<file path="src/rtl/serial_tx.sv">
// Serial transmitter: start bit, DATA_W data bits LSB first, stop bit,
// with every line bit held for CLKS_PER_BIT clocks and all outputs registered.
module serial_tx #(
    parameter int unsigned DATA_W       = 8,
    parameter int unsigned CLKS_PER_BIT = 4
) (
    input  logic              clk,
    input  logic              rst,
    input  logic [DATA_W-1:0] din,
    input  logic              load,
    output logic              ready,
    output logic              busy,
    output logic              sout,
    output logic              done
);

    localparam int unsigned TICK_W = (CLKS_PER_BIT > 1) ? $clog2(CLKS_PER_BIT) : 1;
    localparam int unsigned BIT_W  = (DATA_W > 1) ? $clog2(DATA_W) : 1;
    localparam logic [TICK_W-1:0] TICK_LAST = TICK_W'(CLKS_PER_BIT - 1);
    localparam logic [BIT_W-1:0]  BIT_LAST  = BIT_W'(DATA_W - 1);

    typedef enum logic [1:0] {
        IDLE  = 2'd0,
        START = 2'd1,
        DATA  = 2'd2,
        STOP  = 2'd3
    } state_t;

    state_t            state;
    logic [DATA_W-1:0] shreg;
    logic [TICK_W-1:0] tick;
    logic [BIT_W-1:0]  bit_cnt;

    logic [DATA_W-1:0] shreg_shr;
    logic              tick_end;

    assign shreg_shr = shreg >> 1;
    assign tick_end  = (tick == TICK_LAST);

    // Outputs are loaded together with the state so they show the new state
    // in the first cycle after each transition edge.
    always_ff @(posedge clk) begin
        if (rst) begin
            state   <= IDLE;
            shreg   <= '0;
            tick    <= '0;
            bit_cnt <= '0;
            sout    <= 1'b1;
            ready   <= 1'b1;
            busy    <= 1'b0;
            done    <= 1'b0;
        end else begin
            done <= 1'b0;
            case (state)
                IDLE: begin
                    if (load) begin
                        state   <= START;
                        shreg   <= din;
                        tick    <= '0;
                        bit_cnt <= '0;
                        sout    <= 1'b0;
                        busy    <= 1'b1;
                        ready   <= 1'b0;
                    end
                end
                START: begin
                    if (tick_end) begin
                        state <= DATA;
                        tick  <= '0;
                        sout  <= shreg[0];
                    end else begin
                        tick <= tick + TICK_W'(1);
                    end
                end
                DATA: begin
                    if (tick_end) begin
                        tick <= '0;
                        if (bit_cnt == BIT_LAST) begin
                            state <= STOP;
                            sout  <= 1'b1;
                        end else begin
                            shreg   <= shreg_shr;
                            bit_cnt <= bit_cnt + BIT_W'(1);
                            sout    <= shreg_shr[0];
                        end
                    end else begin
                        tick <= tick + TICK_W'(1);
                    end
                end
                STOP: begin
                    if (tick_end) begin
                        state <= IDLE;
                        tick  <= '0;
                        sout  <= 1'b1;
                        busy  <= 1'b0;
                        ready <= 1'b1;
                        done  <= 1'b1;
                    end else begin
                        tick <= tick + TICK_W'(1);
                    end
                end
                default: begin
                    state <= IDLE;
                    sout  <= 1'b1;
                    busy  <= 1'b0;
                    ready <= 1'b1;
                end
            endcase
        end
    end

endmodule

</file>
<file path="config.mk">
export PLATFORM = sky130hd
export DESIGN_NAME = serial_tx
export DESIGN_NICKNAME = d
export VERILOG_FILES = /design/src/rtl/serial_tx.sv
export SDC_FILE = /design/constraint.sdc
export NUM_CORES = 1
export LEC_CHECK = 0
export ABC_CLOCK_PERIOD_IN_PS = 3970
export CELL_PAD_IN_SITES_DETAIL_PLACEMENT = 1
export CELL_PAD_IN_SITES_GLOBAL_PLACEMENT = 1
export CORE_ASPECT_RATIO = 0.6
export CORE_MARGIN = 2
export CORE_UTILIZATION = 24
export CTS_CLUSTER_DIAMETER = 50
export CTS_CLUSTER_SIZE = 28
export DETAILED_ROUTE_END_ITERATION = 10
export PLACE_DENSITY_LB_ADDON = 0.1
export SYNTH_ARGS = -nofsm -noshare
export SYNTH_HDL_FRONTEND = slang
export SYNTH_SLANG_ARGS = --single-unit
export TNS_END_PERCENT = 5
</file>
<file path="constraint.sdc">
create_clock -name clk -period 3.97 [get_ports clk]
set_clock_uncertainty 0.1 [all_clocks]
set_input_delay 0.5955 -clock clk [delete_from_list [all_inputs] [get_ports clk]]
set_output_delay 0.5955 -clock clk [all_outputs]
set_load 0.005 [all_outputs]
</file>
==> metrics.yaml, run 1 <==
cts_tree: "done"
slew_headroom_pct: 49.4
synth_top_family_by_area: "compound AO/OA/AOI/OAI gates"
ranking_of_synthesized_cells_by_instance_count: "dfxtp_1 (19), mux2i_1 (12)"
outcome: "finished clean"
ctsHoldBuffers: 0
routed_via_count: 813
powerDensity_mw_per_mm2: 675
synth_enable_flop_cells: 0
first_pass_grt_wire_length_um: 4230
tritoncts_num_sinks: 19
num_antenna_cells: 0
finish.instance_area_mm2: 0.00122
first_iter_violations: 35
worstSkewPairLatency_ns: 0.26
timing.rr.end: "bit_cnt[0]"
crit_path_cell_chain: "inv_1 > ha_1 > and3b_1 > o21a_1 > mux2i_1"
postSynth.topFlopCell: "dfxtp_1"
grt.met1_usage_pct: 17.0
die_h_um: 54.4
syn-num-nets: 124
ctsLongestPathBuffers: 2
critPathMaxStageDelay_ns: 0.66
fin_tns_setup_ns: 0
chipWidth_um: 88.0
r2r.worst_path.cells: 5
setup.worst_path.end: "bit_cnt[0]"
placement.cell_area_mm2: 0.00118
fmax_ghz: 0.400
groute.layer.met3.usage_pct: 3.62
maxCapViolCount: 0
rsz_0062_raised_after_global_routing: "no"
grt_antenna_before_repair: 0
maxSlewViolCount: 0
finalWeightedCongestion: 0.793
clk_pin_slew_worst_paths_ns: 0.08
post_synthesis_instance_area_mm2: 0.00102
leakagePower_nw: 0.525
post_cts_resized: 0
layout.core_utilization_pct: 30.0
clockRootBuffer: "clkbuf_8"
final-setup-viol-count: 0
netlist-cell-type-count: 29
compound_cell_area_share_of_the_yosys_netlist_pct: 21.9
hold_class: "flip-flop to flip-flop"
grt.overflow.total: 0
layout-drive-gt1-share_pct: 3.42
r2r_setup_slack_ns: 1.47
detailedPlacementHpwl_um: 1780
critical_path.max_fanout: 16
avg_synthesized_cell_area_um2: 9.58
drt.antenna.violating_nets: 0
grt_max_degree: 20
fp.dieArea_mm2: 0.00479
post_synth_fa_ha_maj_area_fraction_pct: 8.62
initial_utilization_pct: 24.9
totalWireLength_um: 2460
post_cts_setup_buffers: 0
async_reset_ff_share_pct: 0
finalHoldViolCount: 0
worst_r2r_startpoint: "state[0]"
synth_sequential_area_ratio_pct: 37.4
worstSetupStartpoint: "state[0]"
synth.top_cells.by_area: "dfxtp_1 (37%), mux2i_1 (12%), ha_1 (8.6%)"
core.rowCount: 18
detailedRoute.firstPassIterationCount: 4
drt-vias-per-instance: 4.59
worst_ep_required_time_ns: 4.06
cp_slowest_cell: "ha_1"
avgRoutedWirePerCell_um: 13.9
tightest_slew_ns: 0.759
peakVddDrop_v: 0.000157
synth-simple-area-share_pct: 12.8
ys_seq_elements: 19
post_route_fraction_of_the_period_consumed_by_the_critical_path_pct: 63.0
synth.mux.area_fraction_pct: 11.8
finish.net_count: 136
worstSetupEndpointType: "flip-flop"
critPathKind: "flip-flop to flip-flop"
number_of_global_route_vias_before_repair: 860
io_pins: 15
critical_path.startpoint_type: "flip-flop"
netlist_instances: 106
synthXorXnorAreaFrac_pct: 0
cts-htree-levels: 1
period_needed_ns: 2.50
global_route.usage.total_pct: 11.9
timing.hold.ws_ns: 0.365
area.growth.synth_to_final_pct: 20.6
synth.most_common_cell: "dfxtp_1"
core_area_mm2: 0.00408
use_met2_pct: 17.8
drc: 0
synthesis.yosys.warnings: 0
cts-buffers-inserted: 3
worst_ep_arrival_time_ns: 2.59
cell_accounting_for_the_most_synthesized_area: "dfxtp_1"
placement.io_buffers: 14
globalRoute.busiestLayer: "met2"
netlist.area_leader.share_pct: 37.4
[cells in the final DEF, fill, tap and decap left out, types with 2 or more instances in the layout]
cell | synthesis | routed
inv_1 | 5 | 5
nand3_1 | 3 | 3
clkbuf_8 | 0 | 3
o211a_1 | 7 | 7
clkdlybuf4s50_1 | 0 | 14
nor2_1 | 3 | 3
mux2i_1 | 12 | 12
o211ai_1 | 7 | 7
a21oi_1 | 6 | 6
a31oi_1 | 2 | 2
o21a_1 | 2 | 2
dfxtp_1 | 19 | 19
nand2b_1 | 4 | 4
and3_1 | 2 | 2
o21ai_0 | 2 | 2
nand2_1 | 7 | 7
ha_1 | 7 | 7
[sequential cells by signal, indices dropped and copies added, names as in the netlist]
register / cells
done: 1
tick: 2
busy: 1
sout: 1
ready: 1
shreg: 8
bit_cnt: 3
state: 2
[power breakdown]
part	switching, W	internal [W]	leakage [nW]
logic	0.000214	0.000175	0.343
clock network	0.0000693	0.0000699	0.0255
registers	0.0000416	0.000257	0.157
[metal layers]
metal  up-vias  part of all wire [%]
met3         2                   3.0
met5         -                     0
met1       396                    57
li1        406                     -
met4         0                  0.33
met2         9                    40
[layout make-up]
| class | count | area, µm² |
|---|---|---|
| timing repair buffer | 14 | 140 |
| clock inverter | 1 | 5.00 |
| multi-input combinational | 74 | 561 |
| tap | 60 | 75.1 |
| inverter | 6 | 22.5 |
| clock buffer | 3 | 41.3 |
| fill | 463 | 2850 |
| sequential | 19 | 380 |
[worst min path at each step]
stage | end | startpoint | slack (ns) | cells after the start
floorplan | shreg[7] | shreg[7] | 0.33 | 2
global placement | shreg[7] | shreg[7] | 0.34 | 2
detailed placement | shreg[7] | shreg[7] | 0.36 | 2
CTS | bit_cnt[1] | bit_cnt[1] | 0.37 | 2
global route | shreg[7] | shreg[7] | 0.40 | 2
finish | bit_cnt[1] | bit_cnt[1] | 0.37 | 2
[metrics by stage]
step                      cells  total power, W  worst slack [ns]
after detailed placement    173        0.000698              1.42
after global placement      173        0.000686              1.50
after global routing        177        0.000905              1.21
after floorplan             106        0.000633              2.26
final                       177        0.000827              1.47
after CTS                   177        0.000843              1.43
[cell families (layout without fill, tap and decap cells)]
logic type                 Yosys count  after routing
buffers and inverters               13             24
AOI/OAI and AO/OA                   30             30
and+or+nand+nor                     25             25
muxes                               12             12
adders and majority gates            7              7
DFF                                 19             19
[worst max-delay path: cells and delay by family (launching register included)]
kind,cells,cell delay [ns]
AOI/OAI and AO/OA,1,0.50
adders and majority gates,1,0.66
buffers and inverters,1,0.10
DFF,1,0.34
muxes,1,0.26
and+or+nand+nor,1,0.46
(Power assumes the default switching activity.)
==> run 2, diff against run 1 <==
Settings changed: ABC_CLOCK_PERIOD_IN_PS 3970 to 2350.
Clock period 3.97 ns to 2.35 ns, I/O delays scaled along.
==> run 2 against run 1 <==
  * Fmax rose by 30%
  * Die area did not move
  * Sequential share of layout area fell by 1.1 points
  * Via count rose by 4.7%
  * Sequential power rose by 68%
  * Total power rose by 75%
  * Setup slack got worse by 1.0 ns
  * First-iteration DRC count fell by 49%
  * Register-to-register slack got worse by 1.0 ns
  * Critical endpoint unchanged
  * Largest cell class unchanged
==> metrics.yaml, run 2 (same netlist as run 1, synthesis figures left out) <==
outcome: "finished clean"
post_cts_resized: 0  # unchanged
cp_slowest_cell: "o21a_1"
rsz_0062_raised_after_global_routing: "no"
number_of_global_route_vias_before_repair: 801  # -6.9%
timing.hold.ws_ns: 0.362  # -0.00292 ns
first_pass_grt_wire_length_um: 4050  # -4.2%
r2r.worst_path.cells: 5  # unchanged
fill_cells: 473  # +2.2%
detailedPlace.worstSlack_ns: 0.267  # -1.15 ns
final_cell_mix: "dfxtp_1 (19), clkdlybuf4s50_1 (14), mux2i_1 (12)"
slew_headroom_pct: 65.3  # +16 points
tightest_slew_ns: 0.521  # -0.239 ns
num_antenna_cells: 0  # unchanged
worstSetupStartpoint: "state[0]"
clockRootBuffer: "clkbuf_8"
initial_utilization_pct: 24.9  # unchanged
tritoncts_num_sinks: 19  # unchanged
first_iter_violations: 18  # -49%
totalWireLength_um: 2480  # +0.65%
powerDensity_mw_per_mm2: 1140  # +69%
global_route.usage.total_pct: 11.5  # -0.39 points
routed_via_count: 851  # +4.7%
maxSlewViolCount: 0  # unchanged
layout-drive-gt1-share_pct: 7.32  # +3.9 points
worst_ep_required_time_ns: 2.44  # -1.62 ns
worst_ep_arrival_time_ns: 2.01  # -0.58 ns
core.rowCount: 18  # unchanged
critPathKind: "flip-flop to flip-flop"
setup.worst_path.end: "bit_cnt[0]"
drc: 0  # unchanged
r2r_setup_slack_ns: 0.43  # -1.04 ns
peakVddDrop_v: 0.000373  # +140%
area.growth.synth_to_final_pct: 24.9
io_pins: 15  # unchanged
chipWidth_um: 88.0  # unchanged
ctsHoldBuffers: 0  # unchanged
cts_tree: "done"
top_register: "shreg"
fin_tns_setup_ns: 0  # unchanged
grt_max_degree: 12  # -40%
clk_pin_slew_worst_paths_ns: 0.07  # about the same
avgRoutedWirePerCell_um: 13.5  # -2.6%
worstSkewPairLatency_ns: 0.26  # about the same
fmax_ghz: 0.520  # +30%
core_area_mm2: 0.00408  # unchanged
cts-htree-levels: 1  # unchanged
worst_slack_ns: 0.428  # -1.04 ns
critical_path.startpoint_type: "flip-flop"
timing.rr.end: "bit_cnt[0]"
finish.net_count: 142  # +4.4%
largestRegisters: "shreg x8, bit_cnt x3"
detailedRoute.firstPassIterationCount: 4  # unchanged
worstSetupEndpointType: "flip-flop"
final-setup-viol-count: 0  # unchanged
post_route_fraction_of_the_period_consumed_by_the_critical_path_pct: 81.8  # +19 points
grt_antenna_before_repair: 0  # unchanged
drt-vias-per-instance: 4.65  # +1.2%
drt.antenna.violating_nets: 0  # unchanged
placement.io_buffers: 14  # unchanged
crit_path_cell_chain: "inv_1 > ha_1 > nand2b_1 > o21a_1 > mux2i_1"
period_needed_ns: 1.92  # -0.580 ns
mostFrequentLayoutCell: "dfxtp_1"
finalHoldViolCount: 0  # unchanged
critical_path.max_fanout: 11  # -5
largest_reg_flops: 8  # unchanged
detailedPlacementHpwl_um: 1850  # +3.7%
cts-buffers-inserted: 3  # unchanged
fp.dieArea_mm2: 0.00479  # unchanged
leakagePower_nw: 0.552  # +5.2%
grt.overflow.total: 0  # unchanged
die_h_um: 54.4  # unchanged
finalWeightedCongestion: 0.719  # -9.3%
critPathMaxStageDelay_ns: 0.49  # -0.17 ns
maxCapViolCount: 0  # unchanged
ctsLongestPathBuffers: 2  # unchanged
post_cts_setup_buffers: 0  # unchanged
hold_class: "flip-flop to flip-flop"
worst_r2r_startpoint: "state[0]"
-- run 2: cell count changes in the layout (fill, tap and decap cells not counted), sizes merged --
cell / before / now
clkinv: 2 / 1
clkbuf: 3 / 4
buf: 0 / 6
-- run 2: where the power goes --
| group | leakage, nW | total, W | internal [W] | switching, W |
|---|---|---|---|---|
| clock | 0.0228 | 0.000235 | 0.000121 | 0.000114 |
| sequential | 0.157 | 0.000503 | 0.000435 | 0.0000685 |
| combinational | 0.373 | 0.000711 | 0.000337 | 0.000374 |
-- run 2: how the worst min path moves through the flow --
stage | endpoint | start | cells after the start
after floorplan | tick[1] | rst | 1
after global placement | shreg[7] | shreg[7] | 2
after detailed placement | shreg[7] | shreg[7] | 2
after CTS | shreg[7] | shreg[7] | 2
after global routing | shreg[7] | shreg[7] | 2
final | shreg[7] | shreg[7] | 2
-- run 2: area by class of cell --
type	instances	area (µm²)	area share [%]
Multi-Input combinational cell	74	561	44.2
Sequential cell	19	380	30.0
Timing Repair Buffer	20	185	14.6
Tap cell	60	75.1	5.92
Clock buffer	4	45.0	3.55
Inverter	6	22.5	1.78
-- run 2: through the flow --
stage | std cells | area [µm²] | power [W] | utilization [%]
2_1_floorplan | 106 | 1020 | 0.00107 | -
3_5_place_dp | 179 | 1220 | 0.00122 | 30.0
5_1_grt | 183 | 1270 | 0.00157 | 31.1
4_1_cts | 183 | 1270 | 0.00147 | 31.1
3_3_place_gp | 179 | 1220 | 0.00121 | 30.0
6_report | 183 | 1270 | 0.00145 | 31.1
-- run 2: worst max-delay path, delay by kind of cell (launching register included) --
family | cells | cell delay [ns]
compound gates | 1 | 0.49
fa+ha+maj | 1 | 0.33
buf+inv | 1 | 0.09
flops | 1 | 0.37
mux | 1 | 0.23
simple gates | 1 | 0.23
-- run 2: per-layer routing --
metal / global-route usage, % / up-vias / routed length, µm
met2: 17.7 / 10 / 1000
met1: 15.7 / 422 / 1380
met5: 0 / - / 0
met3: 4.07 / 2 / 82
li1: - / 417 / -
met4: 2.31 / 0 / 10
